==> src/rtl/sync_reg_xfer_queue.sv <==
// Multi-channel register-update queue feeding a 4-phase req/ack handshake.
// Per-channel pending registers -> round-robin arbiter -> circular queue -> handshake FSM.
module sync_reg_xfer_queue #(
  parameter int WIDTH = 16,
  parameter int NCH   = 4,
  parameter int DEPTH = 4,
  localparam int CW   = (NCH > 1) ? $clog2(NCH) : 1,
  localparam int AW   = $clog2(DEPTH),
  localparam int QW   = AW + 1
) (
  input  logic                 clk,
  input  logic                 rst_n,
  input  logic [NCH-1:0]       in_strobe,
  input  logic [NCH*WIDTH-1:0] in_reg,
  output logic [NCH-1:0]       ovf,
  input  logic [NCH-1:0]       ovf_clr,
  output logic [QW-1:0]        q_count,
  output logic                 xfer_req,
  output logic [WIDTH-1:0]     xfer_data,
  output logic [CW-1:0]        xfer_chan,
  input  logic                 xfer_ack
);

  typedef enum logic [1:0] {S_IDLE, S_REQ, S_REL} state_t;

  state_t             state_q, state_d;
  logic [NCH-1:0]     pend_v_q, pend_v_d;
  logic [WIDTH-1:0]   pend_data_q [NCH];
  logic [NCH-1:0]     ovf_q, ovf_d;
  logic [CW-1:0]      rr_ptr_q, rr_ptr_d;
  logic [CW+WIDTH-1:0] mem_q [DEPTH];
  logic [AW-1:0]      wr_ptr_q, rd_ptr_q;
  logic [QW-1:0]      count_q, count_d;
  logic               req_q, req_d;
  logic [WIDTH-1:0]   data_q;
  logic [CW-1:0]      chan_q;

  logic               gnt_v;
  logic [CW-1:0]      gnt_idx;
  logic               push, pop, full;
  logic [NCH-1:0]     drain;

  assign full = (count_q == QW'(DEPTH));

  // Walk offsets downward so the smallest offset from rr_ptr wins.
  always_comb begin
    gnt_v   = 1'b0;
    gnt_idx = '0;
    for (int i = NCH - 1; i >= 0; i--) begin
      if (pend_v_q[(int'(rr_ptr_q) + i) % NCH]) begin
        gnt_v   = 1'b1;
        gnt_idx = CW'((int'(rr_ptr_q) + i) % NCH);
      end
    end
  end

  // A pop in the same cycle frees the slot a full queue needs.
  assign push = gnt_v && (!full || pop);

  always_comb begin
    drain    = '0;
    pend_v_d = pend_v_q;
    ovf_d    = ovf_q & ~ovf_clr;
    rr_ptr_d = rr_ptr_q;
    if (push) begin
      drain[gnt_idx] = 1'b1;
      rr_ptr_d       = CW'((int'(gnt_idx) + 1) % NCH);
    end
    for (int k = 0; k < NCH; k++) begin
      if (in_strobe[k]) begin
        pend_v_d[k] = 1'b1;
        if (pend_v_q[k] && !drain[k]) ovf_d[k] = 1'b1;
      end else if (drain[k]) begin
        pend_v_d[k] = 1'b0;
      end
    end
  end

  always_comb begin
    count_d = count_q;
    case ({push, pop})
      2'b10:   count_d = count_q + QW'(1);
      2'b01:   count_d = count_q - QW'(1);
      default: count_d = count_q;
    endcase
  end

  always_ff @(posedge clk) begin
    if (!rst_n) begin
      state_q  <= S_IDLE;
      pend_v_q <= '0;
      ovf_q    <= '0;
      rr_ptr_q <= '0;
      wr_ptr_q <= '0;
      rd_ptr_q <= '0;
      count_q  <= '0;
      req_q    <= 1'b0;
      data_q   <= '0;
      chan_q   <= '0;
    end else begin
      state_q  <= state_d;
      pend_v_q <= pend_v_d;
      ovf_q    <= ovf_d;
      rr_ptr_q <= rr_ptr_d;
      count_q  <= count_d;
      req_q    <= req_d;
      if (push) wr_ptr_q <= wr_ptr_q + AW'(1);
      if (pop) begin
        rd_ptr_q <= rd_ptr_q + AW'(1);
        {chan_q, data_q} <= mem_q[rd_ptr_q];
      end
    end
  end

  // Storage only; validity is tracked by pend_v_q and the queue pointers.
  always_ff @(posedge clk) begin
    for (int k = 0; k < NCH; k++) begin
      if (in_strobe[k]) pend_data_q[k] <= in_reg[k*WIDTH +: WIDTH];
    end
    if (push) mem_q[wr_ptr_q] <= {gnt_idx, pend_data_q[gnt_idx]};
  end

  always_comb begin
    state_d = state_q;
    case (state_q)
      S_IDLE:  if (count_q != '0 && !xfer_ack) state_d = S_REQ;
      S_REQ:   if (xfer_ack) state_d = S_REL;
      S_REL:   if (!xfer_ack) state_d = S_IDLE;
      default: state_d = S_IDLE;
    endcase
  end

  always_comb begin
    pop   = 1'b0;
    req_d = req_q;
    case (state_q)
      S_IDLE: begin
        if (count_q != '0 && !xfer_ack) begin
          pop   = 1'b1;
          req_d = 1'b1;
        end
      end
      S_REQ:   if (xfer_ack) req_d = 1'b0;
      default: req_d = 1'b0;
    endcase
  end

  assign ovf       = ovf_q;
  assign q_count   = count_q;
  assign xfer_req  = req_q;
  assign xfer_data = data_q;
  assign xfer_chan = chan_q;

endmodule
==> config.mk <==
export PLATFORM = sky130hd
export DESIGN_NAME = sync_reg_xfer_queue
export DESIGN_NICKNAME = d
export VERILOG_FILES = /design/src/rtl/sync_reg_xfer_queue.sv
export SDC_FILE = /design/constraint.sdc
export NUM_CORES = 1
export LEC_CHECK = 0
export CORE_MARGIN = 8
export CORE_UTILIZATION = 58
export DETAILED_ROUTE_END_ITERATION = 8
export GPL_ROUTABILITY_DRIVEN = 0
export HOLD_SLACK_MARGIN = 0.05
export PLACE_DENSITY_LB_ADDON = 0.3
export SLEW_MARGIN = 20
export SYNTH_ARGS = -nofsm -noshare
export SYNTH_HDL_FRONTEND = slang
export SYNTH_SLANG_ARGS = --single-unit
==> constraint.sdc <==
create_clock -name clk -period 4.2 [get_ports clk]
set_input_delay 0.42 -clock clk [delete_from_list [all_inputs] [get_ports clk]]
set_output_delay 0.42 -clock clk [all_outputs]
set_load 0.01 [all_outputs]
Yosys cells after proc, flatten, opt, wreduce, memory -nomap -nowiden. Memory sizes are Yosys's and may differ from the RTL's. A register that Yosys moved wholly into a read port is not among the register bits. Cells that the tools add are included.

RAM bits: 136. Bits in registers: 20. Memories kept: 2. Logic and storage cells: 125.

Order comparisons: 6. Equal/unequal tests: 8. Reduce and logical (&&, ||, !) cells: 27. Multiplexer cells: 58. Bitwise operators: 5. $add $sub $neg: 8.

Memory list: mem_q (depth 4, width 18, rd ports 1, clocked after memory_dff 1, wr ports 1, RTL line 31) `logic [CW+WIDTH-1:0] mem_q [DEPTH];`; pend_data_q (depth 4, width 16, rd ports 1, clocked after memory_dff 0, wr ports 4, RTL line 28) `logic [WIDTH-1:0] pend_data_q [NCH];`.

Operators with widths (number): two-way mux 1 bit (42); two-way mux 2 bit (7); less-than comparator 3 x 4 -> 1 bit, second input constant (3); nonzero test 2 bit (5); adder 2 x 1 -> 2 bit, second input constant (4); binary-select mux 1 bit (select 2 bit) (4); logical AND 1 bit (7); zero test 1 bit (7); less-than comparator 2 x 3 -> 1 bit, second input constant (2); != test 2 bit, second input constant (3); case mux 2 bit (3 select lines) (1); case mux 3 bit (2 select lines) (1); OR reduction 2 bit (3); adder 2 bit, second input constant (2); bitwise AND 4 bit (1); == test 2 x 1 -> 1 bit, second input constant (2); == test 2 bit, second input constant (2); two-way mux 4 bit (1); inverter 4 bit (1); adder 3 x 1 -> 3 bit, second input constant (1); bitwise AND 1 bit, first input constant (3); == test 3 bit, second input constant (1); AND reduction 3 bit (1); nonzero test 3 bit (1); 7 further kinds (7).

Longest topological paths before layout.
Depth after elaboration: 19. Depth in mapped cells: 11. Depth with buffers taken out: 10.

Worst setup path after synthesis. OpenSTA, ideal clock, no wires.

Path type: input port to flip-flop. Start point: in xfer_ack. End point: reg count_q[2], in the netlist q_count[2]. Library setup time: 0.071 ns. Required time: 4.129 ns. Buffers on the path: 1. Arrival time: 2.300 ns. Slack: 1.829 ns. Stages on the path: 11. Cells stage by stage: nor3_2 -> nor4b_2 -> a31oi_1 -> buf_2 -> inv_1 -> ha_1 -> inv_1 -> fa_1 -> xor2_1 -> or3_1 -> a21oi_1.

Word-level cells in the longest chain between the ends: 8.

Ends and longest elaborated chain: from (decl) (RTL line 21) `input logic xfer_ack`; zero test 1 bit (*) (RTL line 138) `if (count_q != '0 && !xfer_ack) begin`; logical AND 1 bit (*) (RTL line 138); two-way mux 1 bit (*) (RTL line 138); two-way mux 1 bit (*) (RTL line 136) `case (state_q)`; logical OR 1 bit (RTL line 58) `assign push = gnt_v && (!full || pop);`; logical AND 1 bit (RTL line 58); == test 2 x 1 -> 1 bit / == test 2 bit (equally long branches) (RTL line 81) `case ({push, pop})`; case mux 3 bit (2 select lines) / nonzero test 2 bit (equally long branches); to (signal assigned) (RTL line 105) `count_q <= count_d;`; to (decl) (RTL line 33) `logic [QW-1:0] count_q, count_d;`.

Mark *: on every way between the ends. The rest lies on a longest branch, timed or not. A chain may end at the register's enable or synchronous reset.

Worst setup path after layout. Same ends and word-level chain as after synthesis.

==> flow_summary.ini <==
[power_and_ir_drop]
swShare_pct = 27.9
p_sw_mw = 1.48
clock_power_share_pct = 26.8
p_leak_nw = 2.89
pwr_density_cell_nw_per_um2 = 638
pwr-share-comb_pct = 25.4
internal-power_mw = 3.81
worst_ir_drop_vdd_v = 0.000325
p_seq_share_pct = 47.9

[die]
core_um2 = 11300
rows = 39
die-width_um = 123
ios = 101
chipHeight_um = 123
die_area_um2 = 15200
initial_core_util_pct = 59.0

[worst_setup_path]
reg2reg_depth = 10
end_kind = flip-flop
crit_slowest_cell = a31oi_1
worstPathMaxFanout = 12
slowest_delay_ns = 0.70
crit_arrival_ns = 3.19
path_cells = clkdlybuf4s50_1 -> nor3_2 -> nor4b_2 -> a31oi_1 -> inv_1 -> ha_1 -> inv_1 -> fa_1 -> xor2_1 -> or3_1 -> a21oi_1
cpMostUsedCell = inv_1
cp_num_buf_inv = 3
r2r-start = state_q[1]$_SDFFE_PN0P_
reg2reg_to = q_count[2]$_SDFFE_PN0P_
crit_required_ns = 4.53
cp_top_family = compound AO/OA/AOI/OAI gates
critPathLaunchType = input port
rrSetupSlack_ns = 1.44
crit_type = in -> reg

[cells_and_area]
num_antenna_cells = 0
drive_above_1_share_pct = 10.6
final_cell_area_um2 = 8290
stdcell_count = 660
syn_to_final_growth_pct = 24.0
nets = 585

[worst_hold_path]
min_path_type = reg -> reg
min-delay-start = xfer_data[1]$_SDFFE_PN0P_
holdPathStages = 2
min_to = xfer_data[1]$_SDFFE_PN0P_

[sta]
final-hold-violation-count = 0
finClkSkew_ns = 0.00680
fmax_ghz = 0.350
rsz0062_at_grt = no
period_share_pct = 68.0
timing.max_slew.rel_slack_pct = 26.4
finalSetupTns_ns = 0
slew_viol_final = 0
setup_violations = 0
worstMarginPinSlew_ns = 1.10
post-route-min-period_ns = 2.86

[detailed_routing]
drtIter0Drc = 216
wl_um = 12600
drc = 0
vias = 3623
avgViaCountPerCell = 5.49
wl_per_cell_um = 19.2
ant_nets = 0
dr.pass1.iters = 4

[synthesis]
yosys_warnings = 0
synth.area.top_cells = edfxtp_1, dfxtp_1, mux2i_1
postSynth.asyncResetShare_pct = 0
syn_area_um2 = 6680
synth_nets = 483
yosysSeqAreaShare_pct = 72.5
synth_edf_count = 136
synth_seq_cells = 174
ys_types = 41
ys.flop_type = edfxtp_1
syn_inst = 402
syn_avg_cell_area_um2 = 16.6
synth_top_area_share_pct = 61.1
yosysTopAreaCell = edfxtp_1

[cts]
ctsRootBufferMaster = clkbuf_16
htree_levels = 4
cts_hold_buf = 0
ctsLongestPathBuffers = 2
cts_tree = done
clock-sinks = 174
path_clk_slew_ns = 0.06
clock_latency_ns = 0.41
cts_buffers = 17
cts_resized = 0
cts_setup_buffers = 0

[status]
status = finished, final reports clean

[place]
dp_hpwl_um = 8510
dp_cells = 628
placed_cell_area_um2 = 7750
port_buffers = 100

[grt]
grt_pass1_wl_um = 19800
grt_pass1_vias = 3833
grt-ovfl-total = 0
grt_max_degree = 30
antenna_found_initial = 0
grt_usage_pct = 17.5

[flow_run]
maxCapViolations = 0
-- sequential cells by signal (all words and copies together), names as in the netlist --
| signal | flops |
|---|---|
| xfer_data | 16 |
| q_count | 3 |
| pend_v_q | 4 |
| state_q | 2 |
| mem_q | 72 |
| wr_ptr_q | 2 |
| pend_data_q | 64 |
| xfer_chan | 2 |
| xfer_req | 1 |
| ovf | 4 |
| rd_ptr_q | 2 |
| rr_ptr_q | 2 |
-- synthesized netlist by cell type (2+ instances only) --
master and n:
edfxtp_1 136, mux2i_1 49, nand2_1 42, dfxtp_1 38, a21oi_1 24, mux4_2 18, inv_1 10, nor2_1 10
buf_2 9, clkbuf_1 6, ha_1 5, and2_1 4, o21ai_1 4, xor2_1 4, buf_12 3, nand3_1 3
nand3b_1 3, o21ai_0 3, xnor2_1 3, a21o_1 2, and3_1 2, buf_6 2, nand2b_1 2, nor3_2 2
o31ai_1 2
-- cells by family after synthesis --
kind of cell	count (synthesis)	synth area share (%)
flip-flops	174	72.5
XOR/XNOR	7	0.917
multiplexers	67	13.4
buffers and inverters	32	2.92
AND/OR/NAND/NOR	72	5.05
adder cells (fa/ha/maj)	6	1.24
AO/OA/AOI/OAI	44	3.99
-- layout make-up --
cell class / instances / area (um2)
well taps: 143 / 179
multi-input cells: 196 / 1660
clock inverters: 11 / 95.1
flip-flops and latches: 174 / 4840
fillers: 748 / 3040
inverters: 12 / 45.0
clock buffers: 21 / 440
repair buffers: 103 / 1020
-- stage by stage --
step | util [%] | hold slack [ns] | total power, mW | setup WS, ns
floorplan | - | 0.453 | 3.45 | 1.83
global route | 73.2 | 0.479 | 5.53 | 1.17
detailed placement | 68.5 | 0.447 | 3.91 | 0.969
CTS | 73.2 | 0.456 | 5.34 | 1.37
global placement | 68.4 | 0.443 | 3.83 | 1.12
finish | 73.2 | 0.452 | 5.29 | 1.34
-- worst min-delay path, stage by stage (launching register included) --
cell	delay [ns]
dfxtp_1	0.31
nand2_1	0.05
a21oi_1	0.05
-- metal layers --
layer  routed length, um  vias up  share of wire [%]  track usage [%]
li1                    -     1712                  -                -
met4                 100        0               0.79             6.32
met5                   0        -                  0                0
met3                1060        8                8.4             6.26
met1                5340     1767                 42             21.7
met2                6150      136                 49             28.1
-- worst max-delay path by stage --
stage          cells past startpoint                      end  startpoint
2_1_floorplan                     11  q_count[2]$_SDFFE_PN0P_    xfer_ack
3_3_place_gp                      11  q_count[2]$_SDFFE_PN0P_    xfer_ack
3_5_place_dp                       5   mem_q[2][11]$_DFFE_PP_    xfer_ack
4_1_cts                            5   mem_q[2][10]$_DFFE_PP_    xfer_ack
5_1_grt                           11  q_count[2]$_SDFFE_PN0P_    xfer_ack
6_report                          11  q_count[2]$_SDFFE_PN0P_    xfer_ack
-- power by group through the flow --
stage	Clock, mW	Sequential [mW]	Combinational, mW
final	1.42	2.53	1.34
after global routing	1.50	2.57	1.46
after CTS	1.44	2.54	1.36
after detailed placement	0	2.56	1.35
after global placement	0	2.52	1.30
after floorplan	0	2.53	0.926
-- cell usage in the layout, fill, tap and decap left out, types with 2 or more instances in the layout --
| cell type | count |
|---|---|
| a21o_1 | 2 |
| a21oi_1 | 24 |
| and2_1 | 4 |
| and3_1 | 2 |
| buf_4 | 3 |
| clkbuf_1 | 4 |
| clkbuf_16 | 17 |
| clkdlybuf4s50_1 | 100 |
| clkinv_1 | 3 |
| clkinv_2 | 2 |
| clkinv_4 | 2 |
| clkinvlp_4 | 4 |
| dfxtp_1 | 38 |
| edfxtp_1 | 136 |
| ha_1 | 5 |
| inv_1 | 10 |
| mux2i_1 | 49 |
| mux4_2 | 18 |
| nand2_1 | 42 |
| nand2b_1 | 2 |
| nand3_1 | 3 |
| nand3b_1 | 3 |
| nor2_1 | 10 |
| nor3_2 | 2 |
| o21ai_0 | 3 |
| o21ai_1 | 4 |
| xnor2_1 | 3 |
| xor2_1 | 4 |
Note: power is estimated with default switching activity, not from simulation.
